$ cat src/rtl/dmem_arb_pkg.sv
// Shared types and defaults for the data-memory arbiter.
package dmem_arb_pkg;

    typedef enum logic {
        SRC_CPU = 1'b0,
        SRC_DBG = 1'b1
    } src_e;

    localparam int ADDR_W_DEF     = 32;
    localparam int DATA_W_DEF     = 32;
    localparam int MEM_DEPTH_DEF  = 256;
    localparam int CPU_STREAK_DEF = 4;
    localparam int STREAK_W       = 4;

endpackage

$ cat src/rtl/dmem_arb_fair.sv
// Grant logic for the data-memory arbiter. The CPU normally wins a
// contested cycle, but after CPU_STREAK consecutive contested wins the
// debug port is let through once so it cannot be starved.
import dmem_arb_pkg::*;

module dmem_arb_fair #(
    parameter int CPU_STREAK = CPU_STREAK_DEF
) (
    input  logic clk,
    input  logic rst,
    input  logic cpu_req,
    input  logic dbg_req,
    output logic cpu_ready,
    output logic dbg_ready,
    output logic grant_valid,
    output src_e grant_src
);

    localparam logic [STREAK_W-1:0] STREAK_MAX = STREAK_W'(CPU_STREAK);

    logic [STREAK_W-1:0] streak;
    logic                contested;
    logic                dbg_turn;
    logic                grant_cpu;
    logic                grant_dbg;

    // Combinational grant; nothing is accepted while reset is asserted.
    always_comb begin
        contested = cpu_req & dbg_req;
        dbg_turn  = (streak == STREAK_MAX);
        grant_cpu = ~rst & cpu_req & ~(dbg_req & dbg_turn);
        grant_dbg = ~rst & dbg_req & (~cpu_req | dbg_turn);
    end

    assign cpu_ready   = grant_cpu;
    assign dbg_ready   = grant_dbg;
    assign grant_valid = grant_cpu | grant_dbg;
    assign grant_src   = grant_dbg ? SRC_DBG : SRC_CPU;

    // Count contested CPU wins; any debug grant or uncontested cycle restarts it.
    always_ff @(posedge clk) begin
        if (rst) begin
            streak <= '0;
        end else if (contested && grant_cpu) begin
            if (streak != STREAK_MAX) begin
                streak <= streak + 1'b1;
            end
        end else begin
            streak <= '0;
        end
    end

endmodule

$ cat src/rtl/dmem_arbiter.sv
// Shares the single-port data memory between the CPU load/store port and
// the debug port. Accept in cycle N, drive memory from the issue register
// in N+1, return registered read data in N+2.
// Optional build macro DMEM_ARB_RANGE_CHECK_EN: accesses at or beyond
// MEM_DEPTH never write, read back as zero, and set sticky range_err.
import dmem_arb_pkg::*;

module dmem_arbiter #(
    parameter int ADDR_W     = ADDR_W_DEF,
    parameter int DATA_W     = DATA_W_DEF,
    parameter int MEM_DEPTH  = MEM_DEPTH_DEF,
    parameter int CPU_STREAK = CPU_STREAK_DEF
) (
    input  logic              clk,
    input  logic              rst,
    input  logic              cpu_req,
    input  logic              cpu_we,
    input  logic [ADDR_W-1:0] cpu_addr,
    input  logic [DATA_W-1:0] cpu_wdata,
    output logic              cpu_ready,
    output logic              cpu_rvalid,
    output logic [DATA_W-1:0] cpu_rdata,
    input  logic              dbg_req,
    input  logic              dbg_we,
    input  logic [ADDR_W-1:0] dbg_addr,
    input  logic [DATA_W-1:0] dbg_wdata,
    output logic              dbg_ready,
    output logic              dbg_rvalid,
    output logic [DATA_W-1:0] dbg_rdata,
    output logic [ADDR_W-1:0] mem_address,
    output logic [DATA_W-1:0] mem_write_data,
    output logic              mem_write,
    input  logic [DATA_W-1:0] mem_read_data
`ifdef DMEM_ARB_RANGE_CHECK_EN
    ,
    output logic              range_err
`endif
);

    logic              grant_valid;
    src_e              grant_src;

    logic              iss_valid;
    logic              iss_we;
    logic [ADDR_W-1:0] iss_addr;
    logic [DATA_W-1:0] iss_wdata;
    src_e              iss_src;
    logic              iss_oor;
    logic [DATA_W-1:0] rd_data;

    dmem_arb_fair #(
        .CPU_STREAK (CPU_STREAK)
    ) u_fair (
        .clk         (clk),
        .rst         (rst),
        .cpu_req     (cpu_req),
        .dbg_req     (dbg_req),
        .cpu_ready   (cpu_ready),
        .dbg_ready   (dbg_ready),
        .grant_valid (grant_valid),
        .grant_src   (grant_src)
    );

    // Issue register: capture the granted access; address/data hold when idle.
    always_ff @(posedge clk) begin
        if (rst) begin
            iss_valid <= 1'b0;
            iss_we    <= 1'b0;
            iss_addr  <= '0;
            iss_wdata <= '0;
            iss_src   <= SRC_CPU;
        end else begin
            iss_valid <= grant_valid;
            if (grant_valid) begin
                if (grant_src == SRC_DBG) begin
                    iss_we    <= dbg_we;
                    iss_addr  <= dbg_addr;
                    iss_wdata <= dbg_wdata;
                end else begin
                    iss_we    <= cpu_we;
                    iss_addr  <= cpu_addr;
                    iss_wdata <= cpu_wdata;
                end
                iss_src <= grant_src;
            end
        end
    end

`ifdef DMEM_ARB_RANGE_CHECK_EN
    localparam logic [ADDR_W-1:0] DEPTH_A = ADDR_W'(MEM_DEPTH);
    assign iss_oor = (iss_addr >= DEPTH_A);

    // Sticky flag for any issued out-of-range access; only reset clears it.
    always_ff @(posedge clk) begin
        if (rst) begin
            range_err <= 1'b0;
        end else if (iss_valid && iss_oor) begin
            range_err <= 1'b1;
        end
    end
`else
    assign iss_oor = 1'b0;
`endif

    // Gating the strobe with rst aborts a write sitting in issue when reset hits.
    assign mem_address    = iss_addr;
    assign mem_write_data = iss_wdata;
    assign mem_write      = iss_valid & iss_we & ~iss_oor & ~rst;
    assign rd_data        = iss_oor ? '0 : mem_read_data;

    // Read return: route captured memory data to the requester that issued it.
    always_ff @(posedge clk) begin
        if (rst) begin
            cpu_rvalid <= 1'b0;
            dbg_rvalid <= 1'b0;
            cpu_rdata  <= '0;
            dbg_rdata  <= '0;
        end else begin
            cpu_rvalid <= iss_valid & ~iss_we & (iss_src == SRC_CPU);
            dbg_rvalid <= iss_valid & ~iss_we & (iss_src == SRC_DBG);
            if (iss_valid && !iss_we && iss_src == SRC_CPU) begin
                cpu_rdata <= rd_data;
            end
            if (iss_valid && !iss_we && iss_src == SRC_DBG) begin
                dbg_rdata <= rd_data;
            end
        end
    end

endmodule
$ cat config.mk
export PLATFORM = sky130hd
export DESIGN_NAME = dmem_arbiter
export DESIGN_NICKNAME = d
export VERILOG_FILES = /design/src/rtl/dmem_arb_pkg.sv /design/src/rtl/dmem_arb_fair.sv /design/src/rtl/dmem_arbiter.sv
export SDC_FILE = /design/constraint.sdc
export NUM_CORES = 1
export LEC_CHECK = 0
export ABC_AREA = 1
export BUFFER_PORTS_ARGS = -buffer_cell sky130_fd_sc_hd__buf_2
export CAP_MARGIN = 20
export CORE_MARGIN = 2
export CORE_UTILIZATION = 46
export CTS_CLUSTER_DIAMETER = 150
export CTS_CLUSTER_SIZE = 12
export DETAILED_ROUTE_END_ITERATION = 8
export GPL_TIMING_DRIVEN = 0
export PLACE_DENSITY = 0.76
export SLEW_MARGIN = 15
export SYNTH_ARGS = -nofsm -noshare
export SYNTH_HDL_FRONTEND = slang
export SYNTH_SLANG_ARGS = --single-unit
$ cat constraint.sdc
create_clock -name clk -period 1.7 [get_ports clk]
set_input_delay 0.085 -clock clk [delete_from_list [all_inputs] [get_ports clk]]
set_output_delay 0.085 -clock clk [all_outputs]
set_load 0.02 [all_outputs]
==> results.json <==
{
  "cts_root_buf": "clkbuf_16",
  "final_cells": 1455,
  "grt_pass1_vias": 7353,
  "final_area_mm2": 0.00973,
  "reg2reg_depth": 9,
  "htreeDepth": 4,
  "drive_gt1_share_pct": 28.7,
  "hold_viol": 0,
  "die_x_um": 118,
  "vias": 7478,
  "max_cap_violations": 0,
  "worstPathArrival_ns": 1.55,
  "grt_max_degree": 17,
  "cp_max_fo": 5,
  "dp.final_hpwl_mm": 14.2,
  "drc": 0,
  "wl_per_cell_um": 16.1,
  "worst_pin_slew_ns": 0.506,
  "num-nets-final": 1439,
  "die_area_mm2": 0.0139,
  "io_buffers": 298,
  "crit_path_end_kind": "primary output",
  "place_area_mm2": 0.00767,
  "antenna_found_initial": 0,
  "syn_area_mm2": 0.00597,
  "fmax_ghz": 0.612,
  "coreArea_mm2": 0.0126,
  "ioPinCount": 299,
  "antenna_cells": 0,
  "numCtsBuffers": 17,
  "routed_wl_mm": 23.4,
  "period_minus_slack_ns": 1.64,
  "drt_first_pass_iters": 8,
  "clk_latency_ns": 0.42,
  "die_y_um": 118,
  "final.period_utilization_pct": 96.2,
  "cp-start-kind": "flip-flop",
  "clk_pin_slew_ns": 0.06,
  "power.density_mw_per_mm2": 943,
  "whs_path_depth": 3,
  "routabilityCongestion": 0.873,
  "grt_use_total_pct": 32.6,
  "cts_tree": "built",
  "postSynthCellCount": 818,
  "dpl.cell_count": 1288,
  "clock-sinks": 137,
  "synth_cell_types": 19,
  "whs_ns": 0.00213,
  "grt_overflow": 0,
  "drv_slew": 0,
  "area_growth_pct": 63.1,
  "fillerInstances": 865,
  "outcome": "finished clean",
  "seq_area_frac_synth_pct": 46.0,
  "cts_buffer_depth": 2,
  "slew_headroom_pct": 66.2,
  "required_ns": 1.62,
  "synth.net_count": 986,
  "clock_skew_ns": 0.00835,
  "finalSetupViolations": 0,
  "rows": 41,
  "grt_pass1_wl_mm": 36.5,
  "synth_area_per_cell_um2": 7.29,
  "ant_nets": 0,
  "yosys_warnings": 0,
  "detail_route.vias_per_cell": 5.14,
  "ir_drop_uv": 699,
  "initial_core_util_pct": 47.3,
  "ys_seq_elements": 137,
  "layout.area.seq_mm2": 0.00275,
  "hp-class": "input pin to flip-flop",
  "total_power_mw": 9.18,
  "leakagePower_nw": 5.03,
  "path_class": "flip-flop to primary output",
  "drt_iter0_drc": 591,
  "multi_input_area_mm2": 0.00245
}
[synthesized netlist by cell type (all sizes together)]
cell / number / area, um2
inv: 139 / 522
dfxtp: 137 / 2740
nand2: 136 / 510
nand3: 134 / 671
a21oi: 67 / 335
o21ai: 65 / 329
o21a: 64 / 480
clkbuf: 36 / 135
buf: 27 / 156
nor2: 7 / 26.3
ha: 2 / 25.0
nand3b: 1 / 7.51
o211ai: 1 / 7.51
xnor2: 1 / 8.76
xor2: 1 / 8.76
[metal layers]
layer	vias up	track usage [%]	part of all wire, %	wire length (um)
met2	482	57.3	49	11400
met3	105	8.91	8.9	2080
li1	3520	-	-	-
met4	0	17.4	5.1	1200
met5	-	0	0	0
met1	3371	35.7	37	8660
[what timing repair did]
action                     in CTS  in global routing
hold endpoints to repair      119                  0
hold buffers                  135                  0
pin swaps                       1                  3
setup buffers                   1                  0
resized for setup              10                 22
setup endpoints to repair      50                 61
[metrics by stage]
stage	setup slack (ns)	util, %	setup TNS, ns
4_1_cts	0.00397	76.7	0
3_3_place_gp	-0.0991	60.8	-1.02
2_1_floorplan	0.245	-	0
6_report	0.0648	77.1	0
5_1_grt	-0.00234	77.1	-0.00234
3_5_place_dp	-0.105	60.8	-1.24
[cell families after synthesis]
group	count (synthesis)	share of synthesized area, %
and+or+nand+nor	278	20.4
buffers and inverters	202	13.6
AOI/OAI and AO/OA	197	19.3
DFF	137	46.0
xor gates and xnor gates	2	0.294
adders and majority gates	2	0.419
[path summary, 6_finish.rpt]
path                                               startpoint                           to  slack (ns)
worst max-delay path            u_fair.streak[1]$_SDFFE_PP0P_                    dbg_ready        0.06
worst min-delay path                        mem_read_data[20]   cpu_rdata[20]$_SDFFE_PP0P_       0.002
worst max register to register  u_fair.streak[1]$_SDFFE_PP0P_  mem_address[1]$_SDFFE_PP0P_        0.08
worst min register to register     dbg_rdata[26]$_SDFFE_PP0P_   dbg_rdata[26]$_SDFFE_PP0P_        0.44
[area by class of cell]
class	count	area share [%]
clock inverters	10	1.74
repair buffers	434	29.4
well taps	172	2.21
clock buffers	21	4.63
inverters	139	5.36
plain buffers	63	3.33
flip-flops and latches	137	28.2
multi-input cells	479	25.2
[state kept, by name, indices dropped and copies added (netlist names)]
name / cells
mem_write_data: 32
cpu_rdata: 32
dbg_rvalid: 1
iss_valid: 1
mem_address: 32
iss_we: 1
dbg_rdata: 32
iss_src: 1
cpu_rvalid: 1
u_fair.streak: 4
[where the power goes]
group	internal [mW]	total, mW	switching [mW]	leakage (nW)
Combinational	0.762	1.76	1.00	3.62
Clock	2.49	3.88	1.38	0.290
Sequential	3.43	3.54	0.113	1.13
[worst max-delay path, stage by stage, from the launching register on]
cell and delay (ns):
dfxtp_2 0.34, inv_2 0.07, ha_4 0.14, nand3_4 0.09, nand2_4 0.11, nand2_4 0.07, buf_8 0.14, inv_1 0.06
buf_6 0.12
[layout by cell type (no fill, tap or decap), types with 5 or more instances in the layout]
cell type      synthesis  final
clkbuf_16              0     17
nand2_1              136    134
buf_6                  3      5
nor2_1                 7      7
inv_1                137    135
buf_2                 23    314
clkbuf_1              36     35
a21oi_1               67     67
dlygate4sd3_1          0    135
dfxtp_1              137    135
o21ai_0               64     64
nand3_1              134    133
o21a_1                64     64
Power figures use the tool's default switching activity.
